`src/rtl/recog_frame_sequencer_if.sv`:
```
// Bundle between the frame sequencer and the recognition pipeline: bbox/class in, ROI window and vote result out.
interface recog_frame_sequencer_if;
  logic [11:0] hcount_l1;
  logic [11:0] hcount_r1;
  logic [11:0] vcount_l1;
  logic [11:0] vcount_r1;
  logic [3:0]  sort_in;
  logic [11:0] hcount_l;
  logic [11:0] hcount_r;
  logic [11:0] vcount_l;
  logic [11:0] vcount_r;
  logic        proj_en;
  logic [3:0]  sort_out;
  logic        sort_valid;
  logic [1:0]  state;

  modport master (
    input  hcount_l1, hcount_r1, vcount_l1, vcount_r1, sort_in,
    output hcount_l, hcount_r, vcount_l, vcount_r, proj_en, sort_out, sort_valid, state
  );

  modport slave (
    output hcount_l1, hcount_r1, vcount_l1, vcount_r1, sort_in,
    input  hcount_l, hcount_r, vcount_l, vcount_r, proj_en, sort_out, sort_valid, state
  );
endinterface

```
`src/rtl/recog_frame_sequencer.sv`:
```
// Frame-level ROI tracker and class vote debouncer for the fruit recognition pipeline.
// Optional feature macro: ROI_MARGIN_EN (grow the loaded ROI by MARGIN on each side, clamped to the frame).
module recog_frame_sequencer #(
  parameter int IMG_W    = 800,
  parameter int IMG_H    = 600,
  parameter int VOTE_N   = 8,
  parameter int VOTE_MIN = 5,
  parameter int MISS_MAX = 3,
  parameter int MIN_SIZE = 16,
  parameter int MARGIN   = 8
) (
  input  logic pixelclk,
  input  logic reset_n,
  input  logic start,
  input  logic i_vsync,
  recog_frame_sequencer_if.master bus
);
  localparam int BW = $clog2(VOTE_N + 1);
  localparam logic [BW:0]  VOTE_MIN_W = (BW + 1)'(VOTE_MIN);
  localparam logic [4:0]   VOTE_N_W   = 5'(VOTE_N);
  localparam logic [4:0]   MISS_MAX_W = 5'(MISS_MAX);
  localparam logic [12:0]  MIN_SIZE_W = 13'(MIN_SIZE);
  localparam logic [11:0]  FULL_R     = 12'(IMG_W - 1);
  localparam logic [11:0]  FULL_B     = 12'(IMG_H - 1);

  typedef enum logic [1:0] {
    S_IDLE   = 2'd0,
    S_SEARCH = 2'd1,
    S_TRACK  = 2'd2,
    S_DECIDE = 2'd3
  } state_t;

  state_t         state_reg;
  logic           vsync_d_reg;
  logic           fb_reg;
  logic           pend_reg;
  logic [11:0]    roi_l_reg, roi_r_reg, roi_t_reg, roi_b_reg;
  logic           proj_en_reg;
  logic [3:0]     sort_out_reg;
  logic           sort_valid_reg;
  logic [BW-1:0]  bin_reg [0:15];
  logic [3:0]     frame_cnt_reg;
  logic [3:0]     miss_cnt_reg;
  logic [4:0]     scan_cnt_reg;
  logic [BW-1:0]  max_val_reg;
  logic [3:0]     max_idx_reg;

  logic           bbox_valid;
  logic [11:0]    load_l, load_r, load_t, load_b;
  logic [12:0]    bbox_w, bbox_h;

  assign bbox_w = {1'b0, bus.hcount_r1} - {1'b0, bus.hcount_l1} + 13'd1;
  assign bbox_h = {1'b0, bus.vcount_r1} - {1'b0, bus.vcount_l1} + 13'd1;
  assign bbox_valid = (bus.hcount_r1 > bus.hcount_l1) && (bus.vcount_r1 > bus.vcount_l1) &&
                      (bbox_w >= MIN_SIZE_W) && (bbox_h >= MIN_SIZE_W);

`ifdef ROI_MARGIN_EN
  logic [12:0] sum_r, sum_b;
  assign sum_r  = {1'b0, bus.hcount_r1} + 13'(MARGIN);
  assign sum_b  = {1'b0, bus.vcount_r1} + 13'(MARGIN);
  // Low side saturates at 0 and high side at the last pixel/line, so nothing wraps in 12 bits.
  assign load_l = (bus.hcount_l1 > 12'(MARGIN)) ? bus.hcount_l1 - 12'(MARGIN) : 12'd0;
  assign load_t = (bus.vcount_l1 > 12'(MARGIN)) ? bus.vcount_l1 - 12'(MARGIN) : 12'd0;
  assign load_r = (sum_r > {1'b0, FULL_R}) ? FULL_R : sum_r[11:0];
  assign load_b = (sum_b > {1'b0, FULL_B}) ? FULL_B : sum_b[11:0];
`else
  assign load_l = bus.hcount_l1;
  assign load_r = bus.hcount_r1;
  assign load_t = bus.vcount_l1;
  assign load_b = bus.vcount_r1;
`endif

  always_ff @(posedge pixelclk) begin
    if (!reset_n) begin
      state_reg      <= S_IDLE;
      vsync_d_reg    <= 1'b0;
      fb_reg         <= 1'b0;
      pend_reg       <= 1'b0;
      roi_l_reg      <= 12'd0;
      roi_r_reg      <= FULL_R;
      roi_t_reg      <= 12'd0;
      roi_b_reg      <= FULL_B;
      proj_en_reg    <= 1'b0;
      sort_out_reg   <= 4'd0;
      sort_valid_reg <= 1'b0;
      frame_cnt_reg  <= 4'd0;
      miss_cnt_reg   <= 4'd0;
      scan_cnt_reg   <= 5'd0;
      max_val_reg    <= '0;
      max_idx_reg    <= 4'd0;
      for (int i = 0; i < 16; i++) bin_reg[i] <= '0;
    end else begin
      vsync_d_reg    <= i_vsync;
      fb_reg         <= i_vsync & ~vsync_d_reg;
      sort_valid_reg <= 1'b0;

      case (state_reg)
        S_IDLE: begin
          if (fb_reg && start) begin
            state_reg   <= S_SEARCH;
            proj_en_reg <= 1'b1;
          end
        end

        S_SEARCH: begin
          if (fb_reg) begin
            if (!start) begin
              state_reg   <= S_IDLE;
              proj_en_reg <= 1'b0;
            end else if (bbox_valid) begin
              state_reg     <= S_TRACK;
              roi_l_reg     <= load_l;
              roi_r_reg     <= load_r;
              roi_t_reg     <= load_t;
              roi_b_reg     <= load_b;
              frame_cnt_reg <= 4'd0;
              miss_cnt_reg  <= 4'd0;
              for (int i = 0; i < 16; i++) bin_reg[i] <= '0;
            end
          end
        end

        S_TRACK: begin
          // A frame boundary deferred from the decision scan is serviced here exactly like a live one.
          if (fb_reg || pend_reg) begin
            pend_reg <= 1'b0;
            if (!start) begin
              state_reg     <= S_IDLE;
              proj_en_reg   <= 1'b0;
              roi_l_reg     <= 12'd0;
              roi_r_reg     <= FULL_R;
              roi_t_reg     <= 12'd0;
              roi_b_reg     <= FULL_B;
              frame_cnt_reg <= 4'd0;
              miss_cnt_reg  <= 4'd0;
              for (int i = 0; i < 16; i++) bin_reg[i] <= '0;
            end else begin
              if (bin_reg[bus.sort_in] != {BW{1'b1}})
                bin_reg[bus.sort_in] <= bin_reg[bus.sort_in] + 1'b1;
              frame_cnt_reg <= frame_cnt_reg + 4'd1;
              if (bbox_valid) begin
                roi_l_reg    <= load_l;
                roi_r_reg    <= load_r;
                roi_t_reg    <= load_t;
                roi_b_reg    <= load_b;
                miss_cnt_reg <= 4'd0;
              end else begin
                miss_cnt_reg <= miss_cnt_reg + 4'd1;
              end
              if (!bbox_valid && ({1'b0, miss_cnt_reg} + 5'd1 >= MISS_MAX_W)) begin
                state_reg     <= S_SEARCH;
                roi_l_reg     <= 12'd0;
                roi_r_reg     <= FULL_R;
                roi_t_reg     <= 12'd0;
                roi_b_reg     <= FULL_B;
                frame_cnt_reg <= 4'd0;
                miss_cnt_reg  <= 4'd0;
                for (int i = 0; i < 16; i++) bin_reg[i] <= '0;
              end else if ({1'b0, frame_cnt_reg} + 5'd1 >= VOTE_N_W) begin
                state_reg    <= S_DECIDE;
                scan_cnt_reg <= 5'd0;
                max_val_reg  <= '0;
                max_idx_reg  <= 4'd0;
              end
            end
          end
        end

        S_DECIDE: begin
          if (fb_reg) pend_reg <= 1'b1;
          if (scan_cnt_reg[4]) begin
            sort_out_reg   <= ({1'b0, max_val_reg} >= VOTE_MIN_W) ? max_idx_reg : 4'd0;
            sort_valid_reg <= 1'b1;
            frame_cnt_reg  <= 4'd0;
            state_reg      <= S_TRACK;
            for (int i = 0; i < 16; i++) bin_reg[i] <= '0;
          end else begin
            // Strict compare keeps the lowest index on ties.
            if (bin_reg[scan_cnt_reg[3:0]] > max_val_reg) begin
              max_val_reg <= bin_reg[scan_cnt_reg[3:0]];
              max_idx_reg <= scan_cnt_reg[3:0];
            end
            scan_cnt_reg <= scan_cnt_reg + 5'd1;
          end
        end

        default: state_reg <= S_IDLE;
      endcase
    end
  end

  assign bus.hcount_l   = roi_l_reg;
  assign bus.hcount_r   = roi_r_reg;
  assign bus.vcount_l   = roi_t_reg;
  assign bus.vcount_r   = roi_b_reg;
  assign bus.proj_en    = proj_en_reg;
  assign bus.sort_out   = sort_out_reg;
  assign bus.sort_valid = sort_valid_reg;
  assign bus.state      = state_reg;
endmodule

```
`src/flat_wrapper.sv`:
```
// flat-port wrapper written by rule: the top's interface ports become plain ports
module recog_frame_sequencer_flat 
#(
  parameter int IMG_W    = 800,
  parameter int IMG_H    = 600,
  parameter int VOTE_N   = 8,
  parameter int VOTE_MIN = 5,
  parameter int MISS_MAX = 3,
  parameter int MIN_SIZE = 16,
  parameter int MARGIN   = 8
)
  (pixelclk, reset_n, start, i_vsync, bus_hcount_l1, bus_hcount_r1, bus_vcount_l1, bus_vcount_r1, bus_sort_in, bus_hcount_l, bus_hcount_r, bus_vcount_l, bus_vcount_r, bus_proj_en, bus_sort_out, bus_sort_valid, bus_state);
  recog_frame_sequencer_if bus_i ();
  input  logic pixelclk;
  input  logic reset_n;
  input  logic start;
  input  logic i_vsync;
  input wire logic [$bits(bus_i.hcount_l1)-1:0] bus_hcount_l1;
  input wire logic [$bits(bus_i.hcount_r1)-1:0] bus_hcount_r1;
  input wire logic [$bits(bus_i.vcount_l1)-1:0] bus_vcount_l1;
  input wire logic [$bits(bus_i.vcount_r1)-1:0] bus_vcount_r1;
  input wire logic [$bits(bus_i.sort_in)-1:0] bus_sort_in;
  output wire logic [$bits(bus_i.hcount_l)-1:0] bus_hcount_l;
  output wire logic [$bits(bus_i.hcount_r)-1:0] bus_hcount_r;
  output wire logic [$bits(bus_i.vcount_l)-1:0] bus_vcount_l;
  output wire logic [$bits(bus_i.vcount_r)-1:0] bus_vcount_r;
  output wire logic [$bits(bus_i.proj_en)-1:0] bus_proj_en;
  output wire logic [$bits(bus_i.sort_out)-1:0] bus_sort_out;
  output wire logic [$bits(bus_i.sort_valid)-1:0] bus_sort_valid;
  output wire logic [$bits(bus_i.state)-1:0] bus_state;
  assign bus_i.hcount_l1 = bus_hcount_l1;
  assign bus_i.hcount_r1 = bus_hcount_r1;
  assign bus_i.vcount_l1 = bus_vcount_l1;
  assign bus_i.vcount_r1 = bus_vcount_r1;
  assign bus_i.sort_in = bus_sort_in;
  assign bus_hcount_l = bus_i.hcount_l;
  assign bus_hcount_r = bus_i.hcount_r;
  assign bus_vcount_l = bus_i.vcount_l;
  assign bus_vcount_r = bus_i.vcount_r;
  assign bus_proj_en = bus_i.proj_en;
  assign bus_sort_out = bus_i.sort_out;
  assign bus_sort_valid = bus_i.sort_valid;
  assign bus_state = bus_i.state;
  recog_frame_sequencer #(.IMG_W(IMG_W), .IMG_H(IMG_H), .VOTE_N(VOTE_N), .VOTE_MIN(VOTE_MIN), .MISS_MAX(MISS_MAX), .MIN_SIZE(MIN_SIZE), .MARGIN(MARGIN)) u_core (.pixelclk(pixelclk), .reset_n(reset_n), .start(start), .i_vsync(i_vsync), .bus(bus_i));
endmodule
```
`config.mk`:
```
export PLATFORM = sky130hd
export DESIGN_NAME = recog_frame_sequencer_flat
export DESIGN_NICKNAME = d
export VERILOG_FILES = /design/src/rtl/recog_frame_sequencer_if.sv /design/src/rtl/recog_frame_sequencer.sv /design/src/flat_wrapper.sv
export SDC_FILE = /design/constraint.sdc
export NUM_CORES = 1
export LEC_CHECK = 0
export ABC_AREA = 1
export BUFFER_PORTS_ARGS = -buffer_cell sky130_fd_sc_hd__buf_2
export CORE_UTILIZATION = 50
export DETAILED_ROUTE_END_ITERATION = 10
export GPL_TIMING_DRIVEN = 0
export PLACE_DENSITY = 0.81
export SYNTH_ARGS = -nofsm -noshare
export SYNTH_HDL_FRONTEND = slang
export SYNTH_SLANG_ARGS = --single-unit
```
`constraint.sdc`:
```
create_clock -name pixelclk -period 4.45 [get_ports pixelclk]
set_input_delay 0.89 -clock pixelclk [delete_from_list [all_inputs] [get_ports pixelclk]]
set_output_delay 0.89 -clock pixelclk [all_outputs]
set_load 0.1 [all_outputs]
```
Word level (Yosys, flattened, before mapping) --
Memory sizes are Yosys's and may differ from the RTL's. A register that Yosys moved wholly into a read port is not among the register bits. Index checks and enable logic that the tools add are counted.
Operators by class: $add $sub $neg 10, order comparisons 8, equality and inequality tests 34, mux-type cells 173, bitwise operators 114, reduce and logical (&&, ||, !) cells 23
Operators with widths (count):
- 4-bit 2-to-1 mux | 88
- 12-bit 2-to-1 mux | 24
- 12-bit case mux with 2 select lines | 4
- 4-bit == test (second input constant) | 16
- 1-bit bitwise OR | 64
- 1-bit 2-to-1 mux | 35
- 1-bit bitwise AND | 33
- 13-bit by 1-bit adder with 13-bit output (second input constant) | 2
- 13-bit by 5-bit >= comparator with 1-bit output (second input constant) | 2
- 12-bit by 12-bit subtractor with 13-bit output | 2
- 5-bit 2-to-1 mux | 5
- 12-bit > comparator | 2
- 4-bit case mux with 2 select lines | 3
- 2-bit 2-to-1 mux | 9
- 6-bit AND reduction | 3
- 1-bit inverter | 17
- 2-bit by 1-bit != test with 1-bit output (second input constant) | 8
- 4-bit by 1-bit adder with 4-bit output (second input constant) | 3
- 4-bit case mux with 3 select lines | 1
- 4-bit by 1-bit adder with 5-bit output (second input constant) | 2
- 5-bit case mux with 2 select lines | 1
- 5-bit AND reduction | 2
- 2-bit != test (second input constant) | 4
- 2-bit case mux with 4 select lines | 1
- other kinds (23) | 31
Storage, ports and cells: register bits after elaboration 80, bits in writable memories 64, output and inout bits 56, logic and storage cells 380, memories kept 1
Memories:
- u_core.bin_reg | words 16, width 4, rd ports 2, clocked after memory_dff 1, write ports 16, line recog_frame_sequencer.sv:41 | logic [BW-1:0] bin_reg [0:15];

Longest topological paths before layout --
Gate-level depths: netlist of run 1.
word-level depth 33, gate-level depth with buffers 25, mapped depth without buffers 25

Worst setup path after synthesis of run 1 --
Ideal clock, no wire load.
path type in2reg, start point input bus_vcount_r1[1], end point memory u_core.bin_reg[1][0] (netlist name) (enable), setup time 314 ps, arrival time 3402 ps, setup slack 734 ps, cell stages on the path 23, buffers on the path 0, cells stage by stage inv_1 > ha_1 > inv_2 > ha_1 > inv_1 > fa_1 > inv_1 > nand3_1 > nand2_1 > nand2_1 > nand2_1 > nand2_1 > nand2_1 > nor2_1 > nand2_1 > nor2_1 > nand2_1 > nand3_2 > nand2_2 > nand2_4 > nor2_4 > nand2_1 > nand3_1
RTL lines:
- start, declared | line flat_wrapper.sv:21 | input wire logic [$bits(bus_i.vcount_r1)-1:0] bus_vcount_r1;
- end, declared | line recog_frame_sequencer.sv:41

==> summary.txt, run 1 <==
Final layout
  • Max reg flops: 64
  • Post-layout nets: 1651
  • Share of layout cells above drive strength 1: 11.8%
  • Area of the multi-input gates: 5630 µm²
  • Area Growth Syn to Fin: 14.9%
  • Antenna Diode Count: 0
  • Filler Cell Count: 1853
  • Finished Layout Cells: 1796
  • Sequential cell area: between 3000 and 4000 µm²

STA
  • RSZ-0062 raised after global routing: false
  • Final hold violations: 0
  • Final worst-path cycle share: 93.3%
  • Slew headroom: between 30% and 40%
  • Fin crit period: roughly 4.1 ns
  • F_max: 241 MHz
  • Final clock skew: ~0.0075 ns
  • Setup ws final: ~0.3 ns
  • Worst Tran Pin Value: 0.937 ns
  • Setup violators final: 0
  • Slew Limit Fails: 0

Synth
  • #FFs+latches synth: 148
  • Synth Area in Compound Gates: between 10% and 20%
  • XOR/XNOR Fraction of Synth Area: 0.355%
  • Synth Flop Type: dfxtp_1
  • Most instantiated cells after synthesis: 322 x nand2_1, 165 x inv_1, 138 x a21oi_1
  • Post-synth EDFFs: 36
  • Syn Inst Count: 1389
  • Post-Synth Simple-Gate Area: about a quarter
  • Post-synthesis mux area share: about 1.6%
  • Largest family of logic cells by synthesized area: simple AND/OR/NAND/NOR gates
  • Dominant cells by area after synthesis: dfxtp_1 23%, nand2_1 12%, edfxtp_1 11%
  • Synth unique cells: 44
  • Adder-Cell Fraction of Synth Area: 10.7%
  • Top-area cell type share of the netlist area: 22.7%
  • Seq/Total Area, Yosys: around 34%
  • Syn Area/Cell: just over 7 µm²
  • YS warnings: 0
  • Post-synth top area cell: dfxtp_1
  • Post-Syn Nets: 1522
  • Netlist Area Pre-Place: 9860 µm²
  • Asr flop ratio synth: 0%
  • Most numerous cell in the Yosys netlist: nand2_1

Placement
  • HPWL after DPL: 22000 µm
  • Gp weighted congestion: 0.975
  • DP Worst Slack: -0.190 ns
  • IO buf count: 110
  • Dpl cells: 1764

Die
  • Chip width: 142 µm
  • Die height: 142 µm
  • Initial core utilization: 50.9%
  • Rows: 51
  • Full die area: 20300 µm²
  • Core ar.: slightly below 20000 µm²
  • Io pins: 112

Global routing
  • First-pass GRT wire length: between 40000 and 50000 µm
  • Total GRT Usage: between 20 and 30%
  • Number of global-route vias before repair: roughly 9100
  • Grt total ovfl: 0
  • Initial antenna violation count: 0
  • Largest net degree at the start of global routing: 17

Clock tree
  • CTS tree: built
  • Hold Buf Count CTS: 0
  • Clock latency on the worst-skew pair: 0.44 ns
  • CTS H-tree depth: 4
  • CTS resizes: 0
  • CTS root buf: clkbuf_16
  • Post-CTS Setup Inserts: 0
  • CTS buffer count: 17
  • CTS Buffer Depth: 2
  • Clock Sink Count: 148
  • Clock slew seen by the registers of the worst setup and hold paths: about 0.060 ns

Pwr
  • Pwr dens: around 400 nW/µm²
  • Pleak: 5.10 nW
  • VDD IR-drop max: 0.285 mV

Drt
  • Drt first-iter violations: 1054
  • DR WL/cell: roughly 16 µm
  • Final wirelength: between 20000 and 30000 µm
  • Vias per cell: between 5 and 6
  • Vias: between 10000 and 15000
  • DRC Markers: 0
  • Post-DRT Antenna Nets: 0
  • Pre-antenna DRT Iters: 7

Setup path
  • CP Class: in -> reg
  • Reg-to-reg slack, setup: 0.63 ns
  • Worst Reg2Reg Path Length in Cells: 16
  • Worst setup EP type: flop
  • Crit path DAT: about 4.3 ns
  • Worst Path Required: 4.57 ns
  • RR Endpoint: u_core.max_idx_reg[1]
  • CP startpoint: bus_vcount_r1[1]
  • Worst-path fanout max: 10
  • Critical Path Start Type: input port

Min path
  • HP Start: u_core.vsync_d_reg
  • Hold Crit Class: reg -> reg
  • Hold Path End: u_core.fb_reg
  • Worst Hold Depth: 1

Status
  • Status: finished, final reports clean

Flow run
  • Max Cap Viol: 0
-- area by class of cell --
cell class | count | share of cell area (%)
tap | 265 | 2.93
sequential | 148 | 29.3
clock inverter | 12 | 1.21
multi-input combinational | 1005 | 49.7
clock buffer | 20 | 3.85
inverter | 180 | 5.96
buffer | 56 | 2.15
timing repair buffer | 110 | 4.86
-- logic make-up (layout without fill, tap and decap cells) --
family	Yosys count	count (layout)
AND/OR/NAND/NOR	581	581
flip-flops	148	148
AO/OA/AOI/OAI	327	327
XOR/XNOR	4	4
buffers and inverters	236	378
multiplexers	16	16
adder cells (fa/ha/maj)	77	77
-- report_power, final --
group | switching, W | internal [W] | total, W
clock | 0.000559 | 0.000870 | 0.00143
combinational | 0.00116 | 0.000332 | 0.00149
sequential | 0.0000764 | 0.00147 | 0.00155
total | 0.00179 | 0.00267 | 0.00447
-- layer usage --
layer  wire length (µm)  vias to the layer above  GRT usage (%)
li1                   -                     4906              -
met1              12400                     4585           37.9
met2              13100                      505           46.1
met3               2750                       77           7.50
met4                865                        0           11.0
met5                  0                        -              0
-- how the worst max path moves through the flow --
| stage | end | slack [ns] |
|---|---|---|
| global placement | u_core.bin_reg[0][0] | -0.06 |
| CTS | u_core.bin_reg[3][3] | 0.23 |
| global route | u_core.bin_reg[3][3] | 0.008 |
| floorplan | u_core.bin_reg[1][0] | 0.73 |
| finish | u_core.bin_reg[3][3] | 0.30 |
| detailed placement | u_core.bin_reg[3][2] | -0.19 |
-- worst max-delay path, stage by stage --
cell and delay, ns:
buf_2 0.12, inv_1 0.05, ha_1 0.31, inv_2 0.06, ha_1 0.19, inv_1 0.07
fa_1 0.36, inv_1 0.09, nand3_1 0.10, nand2_1 0.13, nand2_1 0.08, nand2_1 0.06
nand2_1 0.05, nand2_1 0.06, nor2_1 0.04, nand2_1 0.05, nor2_1 0.05, nand2_1 0.14
nand3_2 0.23, nand2_2 0.28, nand2_4 0.14, nor2_4 0.29, nand2_1 0.19, nand3_1 0.25
-- per-stage QoR --
step / hold slack [ns] / area [µm²] / total power [W] / TNS [ns] / util, %
floorplan: 0.368 / 9860 / 0.00272 / 0 / -
global placement: 0.375 / 10700 / 0.00302 / -1.45 / 55.4
detailed placement: 0.383 / 10700 / 0.00304 / -5.65 / 55.4
CTS: 0.391 / 11300 / 0.00445 / 0 / 58.4
global route: 0.417 / 11300 / 0.00465 / 0 / 58.4
finish: 0.390 / 11300 / 0.00447 / 0 / 58.4
-- layout by cell type, fill, tap and decap left out, types with 17 or more instances in the layout --
cell type,instances
nand2_1,322
inv_1,165
a21oi_1,138
buf_2,116
dfxtp_1,112
nor2_1,105
nand3_1,103
o21ai_0,94
ha_1,65
o211ai_1,52
clkbuf_1,47
edfxtp_1,36
a22oi_1,31
clkbuf_16,17
No activity file was read; power rests on OpenSTA's default activity.
==> inputs of run 2 (changes only) <==
CTS_CLUSTER_DIAMETER = 100   (was not set)
GPL_TIMING_DRIVEN = not set   (was 0)
==> run 2 against run 1 <==
  * Cell count decreased by 2.1%
  * Flip-flop and latch count unchanged
  * Die area unchanged
  * Power increased by 0.28%
  * Design area decreased by 0.64%
  * First-iteration DRC count decreased by 13%
  * Register-to-register slack improved by 0.30 ns
  * Non-clock buffer count decreased by 38
  * Critical endpoint is now u_core.bin_reg[3][2]
  * Highest routed layer unchanged
==> summary.txt, run 2 (synthesis gave the netlist of run 1 again) <==
Global routing
  • Number of global-route vias before repair: 9249
  • Largest net degree at the start of global routing: 84
  • Grt total ovfl: 0
  • Total GRT Usage: 27.8%
  • Initial antenna violation count: 1
  • First-pass GRT wire length: 44900 µm

Pwr
  • Pleak: 5.10 nW
  • Pwr dens: between 300 and 400 nW/µm²
  • VDD IR-drop max: 0.310 mV

Setup path
  • CP most frequent cell: nand2_1
  • Crit path largest cell delay: between 0.3 and 0.4 ns
  • CP Class: in -> reg
  • WP buf/inv: 5
  • Worst-path fanout max: 10
  • Slowest cell on the critical path: fa_1
  • Cell family with most CP delay: simple AND/OR/NAND/NOR gates
  • Crit path cell chain: buf_2, inv_1, ha_1, inv_2, ha_1, inv_1, fa_1, inv_1, nand3_1, nand2_1, nand2_1, nand2_1, nand2_1, nand4_1, nor2_1, nand2_1, nand3_2, nand2_2, nand2_4, nor2_4, nand2_1, nand3_1
  • Worst setup EP type: flop
  • Worst Path Required: roughly 4.6 ns
  • Crit path DAT: 4.02 ns
  • Critical Path Start Type: input port

STA
  • Final worst-path cycle share: 87.4%
  • Slew headroom: 45.6%
  • F_max: 257 MHz
  • Final clock skew: 0.0111 ns
  • Setup violators final: 0
  • Fin crit period: 3.89 ns
  • RSZ-0062 raised after global routing: false
  • TNS Setup: 0 ns
  • Final hold violations: 0
  • Slew Limit Fails: 0
  • Setup ws final: 0.560 ns
  • Worst Tran Pin Value: 0.815 ns

Drt
  • Pre-antenna DRT Iters: 6
  • DRC Markers: 0
  • Vias: 9906
  • Drt first-iter violations: a little over 900
  • DR WL/cell: 15.6 µm
  • Post-DRT Antenna Nets: 0
  • Vias per cell: 5.63
  • Final wirelength: 27400 µm

Final layout
  • Post-layout util: between 50% and 60%
  • Most common cell after layout, fill and taps aside: nand2_1
  • Post-layout nets: approximately 1600
  • Most frequent cells in the layout: 322 x nand2_1, 165 x inv_1, 138 x a21oi_1, 112 x dfxtp_1, 111 x buf_2
  • Area Growth Syn to Fin: 14.1%
  • Max reg flops: 64
  • Share of layout cells above drive strength 1: 13.1%

Placement
  • DP Worst Slack: ~0.20 ns
  • HPWL after DPL: 19600 µm
  • Gp weighted congestion: 0.976
  • IO buf count: roughly 110

Clock tree
  • CTS Buffer Depth: 2
  • Hold Buf Count CTS: 0
  • CTS resizes: 0
  • CTS tree: built
  • CTS root buf: clkbuf_16
  • Post-CTS Setup Inserts: 0
  • CTS buffer count: 17
  • Clock slew seen by the registers of the worst setup and hold paths: ~0.07 ns
  • Clock latency on the worst-skew pair: 0.44 ns
  • Clock Sink Count: 148
  • CTS H-tree depth: 4

Flow run
  • Max Cap Viol: 0

Min path
  • Hold Crit Class: reg -> reg

Die
  • Core ar.: 19400 µm²
  • Full die area: between 20000 and 25000 µm²
  • Chip width: 142 µm
  • Initial core utilization: 50.9%
  • Die height: 142 µm
  • Io pins: between 100 and 150
  • Rows: 51

Status
  • Status: finished, final reports clean
## run 2: cell types whose count changed in the layout (fill, tap and decap cells not counted), sizes merged, moves of 2 or more
cell / change
buf: +6
bufinv: -2
clkbuf: -47
clkinv: -4
inv: +10
## run 2: final timing paths
path / from / endpoint / slack (ns) / depth (start not counted)
max: bus_vcount_r1[1] / u_core.bin_reg[3][2] / 0.56 / 22
min: u_core.vsync_d_reg / u_core.fb_reg / 0.39 / 1
max reg2reg: flop / u_core.max_idx_reg[1] / 0.93 / 13
min reg2reg: u_core.vsync_d_reg / u_core.fb_reg / 0.39 / 1
## run 2: final cells by class
type	instances	area, µm²
inverter	180	676
antenna	1	2.50
clock buffer	17	425
sequential	148	3320
timing repair buffer	128	708
tap	265	332
clock inverter	15	159
multi-input combinational	1005	5630
fill	1794	8140
## run 2: where the power goes
part | internal [W] | switching, W
clock | 0.000797 | 0.000656
sequential | 0.00147 | 0.0000720
combinational | 0.000336 | 0.00115
total | 0.00260 | 0.00188
## run 2: per-layer routing
metal	GRT usage, %	share of wire [%]
met1	36.3	44
met2	44.1	45
met3	5.69	8.1
met4	13.2	3.2
met5	0	0
## run 2: worst reg2reg max path: cells and delay by family (launching register included)
| family | cells | cell delay, ns |
|---|---|---|
| flops | 1 | 0.75 |
| fa+ha+maj | 1 | 0.14 |
| buf+inv | 2 | 0.75 |
| simple gates | 3 | 0.48 |
| compound gates | 7 | 1.34 |
## run 2: through the flow
| stage | hold WS [ns] | area, µm² | cells | total power (W) |
|---|---|---|---|---|
| after CTS | 0.393 | 11300 | 1758 | 0.00447 |
| after floorplan | 0.368 | 9860 | 1389 | 0.00272 |
| after global routing | 0.422 | 11300 | 1759 | 0.00468 |
| after detailed placement | 0.384 | 10700 | 1726 | 0.00303 |
| after global placement | 0.373 | 10700 | 1726 | 0.00301 |
| final | 0.389 | 11300 | 1759 | 0.00448 |
